### config.mk
export PLATFORM = sky130hd
export DESIGN_NAME = stopwatch_ctrl_flat
export DESIGN_NICKNAME = d
export VERILOG_FILES = /design/src/rtl/stopwatch_pkg.sv /design/src/rtl/stopwatch_if.sv /design/src/rtl/stopwatch_btn_pulse.sv /design/src/rtl/stopwatch_ctrl.sv /design/src/flat_wrapper.sv
export SDC_FILE = /design/constraint.sdc
export NUM_CORES = 1
export LEC_CHECK = 0
export CORE_MARGIN = 5
export CORE_UTILIZATION = 50
export DETAILED_ROUTE_END_ITERATION = 6
export GPL_TIMING_DRIVEN = 0
export HOLD_SLACK_MARGIN = 0.02
export PLACE_DENSITY = 0.83
export SLEW_MARGIN = 30
export SYNTH_ARGS = -nofsm -noshare
export SYNTH_HDL_FRONTEND = slang
export SYNTH_SLANG_ARGS = --single-unit
### constraint.sdc
create_clock -name clk -period 1.6 [get_ports clk]
set_input_delay 0.4 -clock clk [delete_from_list [all_inputs] [get_ports clk]]
set_output_delay 0.4 -clock clk [all_outputs]
set_load 0.02 [all_outputs]
### src/rtl/stopwatch_pkg.sv
// Shared types and defaults for the stopwatch control block.
// The state encoding is visible on the state port, so it is fixed explicitly.
package stopwatch_pkg;

    typedef enum logic [1:0] {
        IDLE  = 2'd0,
        RUN   = 2'd1,
        PAUSE = 2'd2,
        LAP   = 2'd3
    } sw_state_t;

    localparam int unsigned TICK_DIV_DEFAULT    = 500000;
    localparam int unsigned SYNC_STAGES_DEFAULT = 2;

    // Time advances in RUN and in LAP; LAP only freezes the display.
    function automatic logic is_counting(input sw_state_t s);
        return (s == RUN) || (s == LAP);
    endfunction

endpackage

### src/rtl/stopwatch_if.sv
// Signals between the stopwatch controller and its counter/display datapath.
// The master side is the controller.
interface stopwatch_if;
    import stopwatch_pkg::*;

    logic      btn_ss;
    logic      btn_lr;
    logic      cnt_max;
    logic      tick;
    logic      cnt_en;
    logic      cnt_clr;
    logic      disp_hold;
    logic      running;
    sw_state_t state;

    modport master (
        input  btn_ss, btn_lr, cnt_max,
        output tick, cnt_en, cnt_clr, disp_hold, running, state
    );

    modport slave (
        output btn_ss, btn_lr, cnt_max,
        input  tick, cnt_en, cnt_clr, disp_hold, running, state
    );

endinterface

### src/rtl/stopwatch_btn_pulse.sv
// Synchronizes an asynchronous, debounced button level into the clk domain
// and emits a one-cycle pulse on each rising level.
module btn_pulse #(
    parameter int unsigned SYNC_STAGES = 2
) (
    input  logic clk,
    input  logic reset,
    input  logic btn,
    output logic pulse
);

    logic [SYNC_STAGES-1:0] sync_q;
    logic                   prev_q;

    // NOTE: sequential state uses non-blocking assignments so every flop samples
    // the values from before the edge, independent of statement order.
    always_ff @(posedge clk or negedge reset) begin
        if (!reset) begin
            sync_q <= '0;
            prev_q <= 1'b0;
        end else begin
            sync_q <= {sync_q[SYNC_STAGES-2:0], btn};
            prev_q <= sync_q[SYNC_STAGES-1];
        end
    end

    assign pulse = sync_q[SYNC_STAGES-1] & ~prev_q;

endmodule

### src/rtl/stopwatch_ctrl.sv
// Run/pause/lap/clear sequencer for the stopwatch counter chain: generates the
// centisecond enable, synchronous clear and display-freeze strobe.
module stopwatch_ctrl
    import stopwatch_pkg::*;
#(
    parameter int unsigned TICK_DIV    = TICK_DIV_DEFAULT,
    parameter int unsigned SYNC_STAGES = SYNC_STAGES_DEFAULT
) (
    input  logic          clk,
    input  logic          reset,
    stopwatch_if.master   sw
);

    localparam int unsigned    PW       = $clog2(TICK_DIV);
    localparam logic [PW-1:0] PRE_LAST = PW'(TICK_DIV - 1);

    logic            ss_pulse;
    logic            lr_pulse;
    sw_state_t       state_q, state_d;
    logic [PW-1:0]   pre_q, pre_d;
    logic            clr_d;
    logic            cnt_clr_q;
    logic            disp_hold_q;
    logic            tick;

    btn_pulse #(.SYNC_STAGES(SYNC_STAGES)) u_ss (
        .clk   (clk),
        .reset (reset),
        .btn   (sw.btn_ss),
        .pulse (ss_pulse)
    );

    btn_pulse #(.SYNC_STAGES(SYNC_STAGES)) u_lr (
        .clk   (clk),
        .reset (reset),
        .btn   (sw.btn_lr),
        .pulse (lr_pulse)
    );

    // Tick depends on the current state only, so it still fires on a transition cycle.
    assign tick = is_counting(state_q) && (pre_q == PRE_LAST);

    // NOTE: every signal written here gets a default first, so no path through
    // the case statement can leave it unassigned and infer a latch.
    always_comb begin
        state_d = state_q;
        clr_d   = 1'b0;
        case (state_q)
            IDLE: begin
                if (ss_pulse)      state_d = RUN;
                else if (lr_pulse) clr_d   = 1'b1;
            end
            RUN: begin
                if (tick && sw.cnt_max) state_d = PAUSE;
                else if (ss_pulse)      state_d = PAUSE;
                else if (lr_pulse)      state_d = LAP;
            end
            LAP: begin
                if (tick && sw.cnt_max) state_d = PAUSE;
                else if (ss_pulse)      state_d = PAUSE;
                else if (lr_pulse)      state_d = RUN;
            end
            PAUSE: begin
                // A start press swallows a simultaneous lap/reset press even when saturated.
                if (ss_pulse) begin
                    if (!sw.cnt_max) state_d = RUN;
                end else if (lr_pulse) begin
                    state_d = IDLE;
                    clr_d   = 1'b1;
                end
            end
            default: state_d = IDLE;
        endcase
    end

    // Prescaler holds through PAUSE so a resume keeps the fractional centisecond.
    always_comb begin
        pre_d = pre_q;
        if (state_d == IDLE) begin
            pre_d = '0;
        end else if (is_counting(state_q)) begin
            pre_d = (pre_q == PRE_LAST) ? '0 : pre_q + PW'(1);
        end
    end

    always_ff @(posedge clk or negedge reset) begin
        if (!reset) begin
            state_q     <= IDLE;
            pre_q       <= '0;
            cnt_clr_q   <= 1'b0;
            disp_hold_q <= 1'b0;
        end else begin
            state_q     <= state_d;
            pre_q       <= pre_d;
            cnt_clr_q   <= clr_d;
            disp_hold_q <= (state_d == LAP);
        end
    end

    assign sw.tick      = tick;
    assign sw.cnt_en    = tick & ~sw.cnt_max;
    assign sw.cnt_clr   = cnt_clr_q;
    assign sw.disp_hold = disp_hold_q;
    assign sw.running   = is_counting(state_q);
    assign sw.state     = state_q;

endmodule

### src/flat_wrapper.sv
// flat-port wrapper written by rule: the top's interface ports become plain ports
module stopwatch_ctrl_flat import stopwatch_pkg::*;
#(
    parameter int unsigned TICK_DIV    = TICK_DIV_DEFAULT,
    parameter int unsigned SYNC_STAGES = SYNC_STAGES_DEFAULT
)
  (clk, reset, sw_btn_ss, sw_btn_lr, sw_cnt_max, sw_tick, sw_cnt_en, sw_cnt_clr, sw_disp_hold, sw_running, sw_state);
  stopwatch_if sw_i ();
  input  logic clk;
  input  logic reset;
  input wire logic [$bits(sw_i.btn_ss)-1:0] sw_btn_ss;
  input wire logic [$bits(sw_i.btn_lr)-1:0] sw_btn_lr;
  input wire logic [$bits(sw_i.cnt_max)-1:0] sw_cnt_max;
  output wire logic [$bits(sw_i.tick)-1:0] sw_tick;
  output wire logic [$bits(sw_i.cnt_en)-1:0] sw_cnt_en;
  output wire logic [$bits(sw_i.cnt_clr)-1:0] sw_cnt_clr;
  output wire logic [$bits(sw_i.disp_hold)-1:0] sw_disp_hold;
  output wire logic [$bits(sw_i.running)-1:0] sw_running;
  output wire logic [$bits(sw_i.state)-1:0] sw_state;
  assign sw_i.btn_ss = sw_btn_ss;
  assign sw_i.btn_lr = sw_btn_lr;
  assign sw_i.cnt_max = sw_cnt_max;
  assign sw_tick = sw_i.tick;
  assign sw_cnt_en = sw_i.cnt_en;
  assign sw_cnt_clr = sw_i.cnt_clr;
  assign sw_disp_hold = sw_i.disp_hold;
  assign sw_running = sw_i.running;
  assign sw_state = sw_i.state;
  stopwatch_ctrl #(.TICK_DIV(TICK_DIV), .SYNC_STAGES(SYNC_STAGES)) u_core (.clk(clk), .reset(reset), .sw(sw_i));
endmodule
Word level (Yosys, flattened, before mapping)
Index checks and enable logic that the tools add are counted.
- register bits after elaboration: 29
- bits of input ports: 5
- output and inout bits: 7
- add/sub/neg operators: 1
- eq/ne operators: 5
- multiplexer cells: 17
- bitwise gates (word level): 6
- reductions and logical operators: 7
- operators by type and width (operator ; count):
    2-to-1 mux 19 bit ; 3
    2-to-1 mux 2 bit ; 10
    adder 19 x 1 -> 19 bit (second input constant) ; 1
    equality test 19 bit (second input constant) ; 1
    case mux 2 bit (4 select lines) ; 1
    equality test 2 bit (second input constant) ; 3
    logical NOT 2 bit ; 2
    AND 1 bit ; 3
    2-to-1 mux 1 bit ; 3
    NOT 1 bit ; 3
    equality test 2 x 1 -> 1 bit (second input constant) ; 1
    logical AND 1 bit ; 2
    nonzero test 2 bit ; 1
    OR reduction 2 bit ; 1
    logical OR 1 bit ; 1

Depth between registers and ports, before layout
Gate-level depths: netlist (run 1).
- depth in word-level cells: 8
- gate-level depth with buffers: 6

Modules after synthesis
Synthesis (run 1) repeated with hierarchy kept, for this count alone.
- cells, all modules: 139
- area, all modules: 1413.9 µm²
- modules (own cells, without submodules) (module ; instances ; cells each ; area each (µm²) ; seq. area each (µm²)):
    stopwatch_ctrl ; 1 ; 131 ; 1236.2 ; 575.6
    btn_pulse ; 2 ; 4 ; 88.8 ; 75.1

Worst setup path before layout (run 1)
OpenSTA, ideal clock, no wires.
- kind: reg2out
- start: register u_core.pre_q[8]
- end: output port sw_cnt_en
- data arrival time: 1.423 ns
- path slack: -0.223 ns
- stages on the path, launching flop included: 5
- path buffers: 1
- cells stage by stage: dfrtp_1 -> buf_2 -> nor4bb_1 -> nand4_1 -> nor3_1
- word-level cells in the longest chain between the ends: 3
- ends and longest elaborated chain (what ; RTL line ; source):
    start, declared ; stopwatch_ctrl.sv:20 ; logic [PW-1:0] pre_q, pre_d;
    start signal, assigned ; stopwatch_ctrl.sv:94 ; pre_q <= pre_d;
    equality test 19 bit ; stopwatch_ctrl.sv:41 ; assign tick = is_counting(state_q) && (pre_q == PRE_LAST);
    logical AND 1 bit ; stopwatch_ctrl.sv:41 ;
    AND 1 bit ; stopwatch_ctrl.sv:101 ; assign sw.cnt_en = tick & ~sw.cnt_max;
    end, declared ; flat_wrapper.sv:15 ; output wire logic [$bits(sw_i.cnt_en)-1:0] sw_cnt_en;
No other way between the ends.

Worst setup path after layout (run 1)
- start: register u_core.pre_q[7]
- end: output port sw_cnt_en
The elaborated chain is that of the path after synthesis.

==> results of run 1 <==
registers in the layout, summed over array words and instances, names as in the netlist:
name and count:
u_core.sw.cnt_clr 1, u_core.pre_q 19, u_core.u_lr.sync_q 2, u_core.sw.state 2
u_core.sw.disp_hold 1, u_core.u_ss.prev_q 1, u_core.u_ss.sync_q 2, u_core.u_lr.prev_q 1
layout by cell type, fill, tap and decap left out, types with 4 or more instances in the layout:
cell type	Yosys	routed
clkbuf_4	0	5
nand4_1	12	12
dfrtp_2	0	11
buf_4	0	24
dfrtp_1	29	18
xnor2_1	7	7
xor2_1	8	8
buf_6	0	6
a21oi_1	6	6
nor2_1	17	15
clkbuf_1	3	4
nand2_1	5	5
dlygate4sd2_1	0	4
nand3_1	9	8
worst max-delay path by stage:
stage / startpoint / slack (ps) / end / depth (start not counted)
CTS: u_core.pre_q[5] / -440 / sw_cnt_en / 5
finish: u_core.pre_q[7] / -530 / sw_cnt_en / 5
global route: u_core.pre_q[8] / -620 / sw_cnt_en / 6
floorplan: u_core.pre_q[8] / -80 / sw_tick / 4
detailed placement: u_core.pre_q[8] / -800 / sw_cnt_en / 5
global placement: u_core.pre_q[8] / -800 / sw_cnt_en / 5
routing by layer:
layer / track usage [%] / part of all wire, % / vias to the layer above
li1: - / - / 593
met1: 22.73 / 40 / 658
met2: 29.36 / 50 / 68
met3: 4.973 / 6.4 / 15
met4: 8.312 / 2.9 / 0
met5: 0 / 0 / -
cell families after synthesis:
group	Yosys count	synth area share, %
adder cells (fa/ha/maj)	1	0.8840
buffers and inverters	10	3.006
flip-flops	29	51.28
AND/OR/NAND/NOR	67	26.61
AO/OA/AOI/OAI	19	8.931
XOR/XNOR	15	9.284
layout make-up:
| type | instances | area, µm² | area share (%) |
|---|---|---|---|
| plain buffers | 7 | 52.55 | 2.668 |
| clock buffers | 7 | 55.05 | 2.795 |
| inverters | 3 | 11.26 | 0.5718 |
| multi-input cells | 102 | 790.8 | 40.15 |
| flip-flops and latches | 29 | 739.5 | 37.55 |
| well taps | 31 | 38.79 | 1.970 |
| repair buffers | 35 | 281.5 | 14.29 |
where the power goes:
part,internal [mW],switching [mW],total (mW)
clock network,0.207,0.229,0.436
registers,0.819,0.0761,0.895
logic,0.411,0.491,0.902
metrics by stage:
stage          setup WS [ps]  instances  total power, mW  instance area (µm²)
2_1_floorplan         -83.62        141            1.297                 1436
3_3_place_gp          -798.3        183            1.495                 1585
3_5_place_dp          -803.7        183            1.512                 1580
4_1_cts               -443.9        205            2.026                 1814
5_1_grt               -618.6        214            2.363                 1969
6_report              -534.2        214            2.233                 1969
timing repair:
item	4_1_cts	5_1_grt
endpoints found under the setup margin	23	18
setup buffers	15	8
gates cloned	0	1
resized for setup	40	23
endpoints found under the hold margin	0	0
pin swaps	10	8
==> run summary, run 1 <==
Status -> complete, but fails checks
Failing checks -> setup timing
Top cells by count, synth -> dfrtp_1 (29), nor2_1 (17), nand4_1 (12)
Hpwl dp -> 2023 µm
Post-CTS Hold Buffers -> 0
Pwr Density -> 1134 mW/mm²
Main synth FF type -> dfrtp_1
CP top delay family -> simple AND/OR/NAND/NOR gates
Worst Reg2Reg Path Length in Cells -> 7
Initial drt markers -> 119
FF-to-FF Start -> u_core.pre_q[7]
DR pass1 iterations -> 5
Routed Antenna Nets -> 0
Number of placed I/O pins -> 12
CTS clock-pin slew for the worst setup and hold paths -> 90 ps
Share of the yosys chip area belonging to registers -> 51.28%
CP Launch Type -> register
Fin. Hold Viols -> 0
Most frequent cell after synthesis -> dfrtp_1
WL final -> 3772 µm
Critical-path top delay cell -> dfrtp_2
Yosys warning count -> 0
Antenna cells -> 0
Yosys reg bits -> 29
CTS max path bufs -> 2
Setup TNS -> -3679 ps
Final Hold Slack -> 74.08 ps
Dominant cell type by area after synthesis -> dfrtp_1
FF-to-FF End -> u_core.pre_q[7]
FP Rows -> 19
Fmax -> 468.6 MHz
Die Ht -> 63.20 µm
Final cycle utilization of the critical path -> 133.4%
Total GRT Usage -> 18.25%
Initial Util -> 51.76%
Worst vdd ir -> 0.001048 V
Post-synth EDFFs -> 0
Avg Synthesized Cell Area -> 10.04 µm²
Max incr delay on CP -> 430 ps
Pins Over Slew Limit -> 0
Initial antenna violation count -> 0
Post-route setup slack -> -534.2 ps
Syn Inst Count -> 141
Slack of the worst reg-to-reg path -> -210 ps
Drt drc -> 0
Asr flop ratio synth -> 100.0%
# fillers -> 159
Post-Route Utilization -> 72.04%
Width of the die -> 63.20 µm
Setup CP Type -> register to output port
Syn nets -> 147
MaxCap Viol Count -> 0
Buf+Inv Stages, Crit Path -> 2
Vias per cell -> 6.234
Die Footprint -> 0.003994 mm²
Cell area after synthesis -> 0.001415 mm²
Worst EP required -> 1200 ps
Cell variety after synth -> 34
Clk_lat worst skew -> 330 ps
Port-buffer cells -> 11
Crit Path Max Fanout -> 2
Area Growth Syn to Fin -> 39.17%
Worst path cell trace -> nor4bb_4 -> nand4_1 -> buf_4 -> nor3_4 -> buf_6
Drt wl/cell -> 17.63 µm
Synth top area share -> 51.28%
RSZ-0062 raised after global routing -> true
Vias in the first global route -> 1252
GRT overflow -> 0
CTS tree -> built
Setup Skew -> 10.42 ps
Setup violators final -> 17
Clock root buffer -> clkbuf_4
Largest net degree at the start of global routing -> 30
Tightest Hold Check Type -> primary input to async pin
Share of layout cells above drive strength 1 -> 37.16%
Worst path arrival time -> 1730 ps
Nets@finish -> 189
Tightest Pin Transition -> 614.5 ps
Slew headroom -> 59.03%
First-pass GRT wire length -> 5809 µm
Core area -> 0.002734 mm²
# H-tree levels -> 2
Gp weighted congestion -> 0.8262
Number of buffers created by CTS -> 5
Via count -> 1334
Min Tclk post-route -> 2134 ps
Critical Path End Type -> output port
Leak -> 0.8141 nW
Sink Count -> 29
Synth area leaders -> dfrtp_1 (51%), nand4_1 (5.3%), xor2_1 (5.0%)
No activity file was read; power rests on OpenSTA's default activity.
==> run 2: changes to the inputs <==
--- a/config.mk
+++ b/config.mk
@@ -14,4 +14,5 @@
 export SLEW_MARGIN = 30
 export SYNTH_ARGS = -nofsm -noshare
 export SYNTH_HDL_FRONTEND = slang
+export SYNTH_HIERARCHICAL = 1
 export SYNTH_SLANG_ARGS = --single-unit
==> run summary, run 2 <==
Status -> complete, but fails checks (unchanged)
Failing checks -> setup timing (unchanged)
Final cycle utilization of the critical path -> 148.1% (was 133.4%)
Tightest Pin Transition -> 638.8 ps (was 614.5 ps)
Biggest register -> u_core/pre_q (was u_core.pre_q)
First-pass GRT wire length -> 5637 µm (was 5809 µm)
Worst EP required -> 1200 ps (about the same)
Top cells by count, synth -> dfrtp_1 (29), nor2_1 (13), a21oi_1 (9), o21ai_0 (9), nand2_1 (8) (was dfrtp_1 (29), nor2_1 (17), nand4_1 (12))
Number of placed I/O pins -> 12 (unchanged)
Slew headroom -> 57.41% (was 59.03%)
Largest net degree at the start of global routing -> 30 (unchanged)
Max reg flops -> 19 (unchanged)
P_sw -> 0.6803 mW (was 0.7966 mW)
Min Tclk post-route -> 2370 ps (was 2134 ps)
Via count -> 1258 (was 1334)
Cell variety after synth -> 34 (unchanged)
Setup TNS -> -4857 ps (was -3679 ps)
Crit Path Max Fanout -> 4 (was 2)
Slack of the worst reg-to-reg path -> -260 ps (was -210 ps)
WL final -> 3632 µm (was 3772 µm)
Routed Antenna Nets -> 0 (unchanged)
CTS clock-pin slew for the worst setup and hold paths -> 100 ps (was 90 ps)
Setup Skew -> 18.44 ps (was 10.42 ps)
CTS tree -> built (unchanged)
Clock Power Share -> 22.5% (was 19.5%)
DP Cell Count -> 181 (was 183)
Nets@finish -> 173 (was 189)
Main combinational cell family by area after synthesis -> simple AND/OR/NAND/NOR gates (unchanged)
Port-buffer cells -> 11 (unchanged)
Hpwl dp -> 2064 µm (was 2023 µm)
Gp weighted congestion -> 0.7758 (was 0.8262)
Share of the yosys chip area belonging to registers -> 51.33% (was 51.28%)
Die Footprint -> 0.003991 mm² (was 0.003994 mm²)
Setup violators final -> 18 (was 17)
Die Ht -> 63.18 µm (was 63.20 µm)
Synth area leaders -> dfrtp_1 (51%), xnor2_1 (3.7%), nor2_1 (3.5%) (was dfrtp_1 (51%), nand4_1 (5.3%), xor2_1 (5.0%))
Post-route setup slack -> -769.9 ps (was -534.2 ps)
Core area -> 0.002734 mm² (unchanged)
Antenna cells -> 0 (unchanged)
Synth Area in Adders -> 0.8850% (was 0.8842%)
Synth top area share -> 51.33% (was 51.28%)
Initial Util -> 51.72% (was 51.76%)
Fin. Hold Viols -> 0 (unchanged)
Yosys reg bits -> 29 (unchanged)
# H-tree levels -> 2 (unchanged)
Compound-cell area share of the yosys netlist -> 8.761% (was 8.930%)
Main synth FF type -> dfrtp_1 (unchanged)
Reg power frac -> 45.7% (was 40.1%)
Critical Path End Type -> output port (unchanged)
Pwr Density -> 1029 mW/mm² (was 1134 mW/mm²)
Comb power frac -> 31.8% (was 40.4%)
# fillers -> 192 (was 159)
Post-synthesis simple-gate area fraction -> 29.82% (was 26.61%)
GRT overflow -> 0 (unchanged)
Post-CTS Hold Buffers -> 0 (unchanged)
Avg Synthesized Cell Area -> 10.17 µm² (was 10.04 µm²)
Pwr Total -> 1.901 mW (was 2.233 mW)
Area Growth Syn to Fin -> 30.71% (was 39.17%)
Post-synth EDFFs -> 0 (unchanged)
DR pass1 iterations -> 4 (was 5)
Commonest non-fill, non-tap cell in the layout -> dfrtp_1 (was buf_4)
Initial drt markers -> 74 (was 119)
FF-to-FF End -> u_core/pre_q[8] (was u_core.pre_q[7])
Clk_lat worst skew -> 340 ps (was 330 ps)
DP Worst Slack -> -1025 ps (was -803.7 ps)
Share of layout cells above drive strength 1 -> 35.71% (was 37.16%)
Layout Cells excl Fill -> 199 (was 214)
Final Hold Slack -> 66.23 ps (was 74.08 ps)
Yosys warning count -> 6 (was 0)
Leak -> 0.7443 nW (was 0.8141 nW)
Most frequent cell after synthesis -> dfrtp_1 (unchanged)
Initial antenna violation count -> 0 (unchanged)
Asr flop ratio synth -> 100.0% (unchanged)
Pins Over Slew Limit -> 0 (unchanged)
FP Rows -> 19 (unchanged)
CP Launch Type -> register (unchanged)
MaxCap Viol Count -> 0 (unchanged)
Drt wl/cell -> 18.25 µm (was 17.63 µm)
Vias per cell -> 6.322 (was 6.234)
Pint -> 1.221 mW (was 1.436 mW)
Width of the die -> 63.18 µm (was 63.20 µm)
Fmax -> 422.0 MHz (was 468.6 MHz)
Worst Reg2Reg Path Length in Cells -> 6 (was 7)
Drt drc -> 0 (unchanged)
RSZ-0062 raised after global routing -> true (unchanged)
Worst path arrival time -> 1970 ps (was 1730 ps)
Tightest Hold Check Type -> primary input to async pin (unchanged)
Cell area after synthesis -> 0.001414 mm² (was 0.001415 mm²)
Commonest non-fill, non-tap cells in the layout -> dfrtp_1 (24), nand2_1 (8), nor2_1 (8), o21ai_0 (8), buf_4 (8) (was buf_4 (24), dfrtp_1 (18), nor2_1 (15))
Dominant cell type by area after synthesis -> dfrtp_1 (unchanged)
Sink Count -> 29 (unchanged)
Synth Area in XOR/XNOR -> 6.195% (was 9.284%)
Setup CP Type -> register to output port (unchanged)
FF-to-FF Start -> u_core/pre_q[6] (was u_core.pre_q[7])
Worst vdd ir -> 0.001088 V (was 0.001048 V)
Total GRT Usage -> 18.07% (was 18.25%)
Multiplexer area fraction after synthesis -> 0.7080% (was 0%)
Switching Share -> 35.78% (was 35.68%)
Syn Inst Count -> 139 (was 141)
Syn nets -> 145 (was 147)
Vias in the first global route -> 1261 (was 1252)
Number of buffers created by CTS -> 5 (unchanged)
CTS max path bufs -> 2 (unchanged)
Clock root buffer -> clkbuf_4 (unchanged)
-- run 2: cell types whose count changed after synthesis, sizes merged, moves of 3 or more --
cell,before,now
nor2,17,13
xor2,8,4
nor2b,1,6
nand4,13,6
nand2,5,8
a21oi,6,9
nand3,9,6
or3,3,6
o21ai,4,9
-- run 2: how the worst max path moves through the flow --
stage	startpoint	end	depth (start not counted)	slack, ps
final	u_core/pre_q[0]	sw_cnt_en	6	-770
after global routing	u_core/pre_q[0]	sw_cnt_en	6	-860
after CTS	u_core/pre_q[7]	sw_cnt_en	5	-840
after detailed placement	u_core/pre_q[7]	sw_cnt_en	5	-1030
after global placement	u_core/pre_q[7]	sw_cnt_en	5	-970
after floorplan	u_core/pre_q[7]	sw_cnt_en	4	-440
-- run 2: layout make-up --
class / count / area [µm²] / area share (%)
clock buffers: 6 / 41.29 / 2.234
inverters: 4 / 15.01 / 0.8125
repair buffers: 21 / 173.9 / 9.411
well taps: 31 / 38.79 / 2.099
multi-input cells: 102 / 807.0 / 43.67
plain buffers: 4 / 30.03 / 1.625
clock inverters: 2 / 10.01 / 0.5416
flip-flops and latches: 29 / 732.0 / 39.61
-- run 2: power groups by stage --
stage	Clock [mW]	Sequential (mW)	Combinational [mW]
after detailed placement	0	0.882	0.447
final	0.427	0.869	0.605
after global routing	0.474	0.876	0.650
after global placement	0	0.874	0.432
after CTS	0.429	0.852	0.525
after floorplan	0	0.902	0.256
-- run 2: kinds of logic after synthesis --
kind of cell | after synthesis
and+or+nand+nor | 68
AOI/OAI and AO/OA | 22
muxes | 1
DFF | 29
buffers and inverters | 8
adders and majority gates | 1
xor gates and xnor gates | 10
-- run 2: routing by layer --
layer  up-vias  routed length, µm  track usage [%]
met1       628               1462            20.02
met2        55               1849            30.00
met4         0                113            11.43
met3        13                207            5.329
li1        562                  -                -
met5         -                  0                0
-- run 2: worst max-delay path, cell delays in order, from the launching register on --
cell	delay [ps]
dfrtp_1	410
ha_4	180
nand4b_1	120
nor3_2	370
and4_4	290
nor2b_4	140
buf_6	120
-- run 2: timing repair --
action,CTS,global route
setup buffers,8,4
setup endpoints to repair,29,19
cloned,1,0
resized for setup,35,12
pin swaps,1,6
-- run 2: through the flow --
| stage | util, % | cell area (µm²) |
|---|---|---|
| 6_report | 67.60 | 1848 |
| 5_1_grt | 67.60 | 1848 |
| 4_1_cts | 65.08 | 1779 |
| 3_5_place_dp | 59.18 | 1618 |
| 3_3_place_gp | 59.36 | 1623 |
| 2_1_floorplan | - | 1474 |
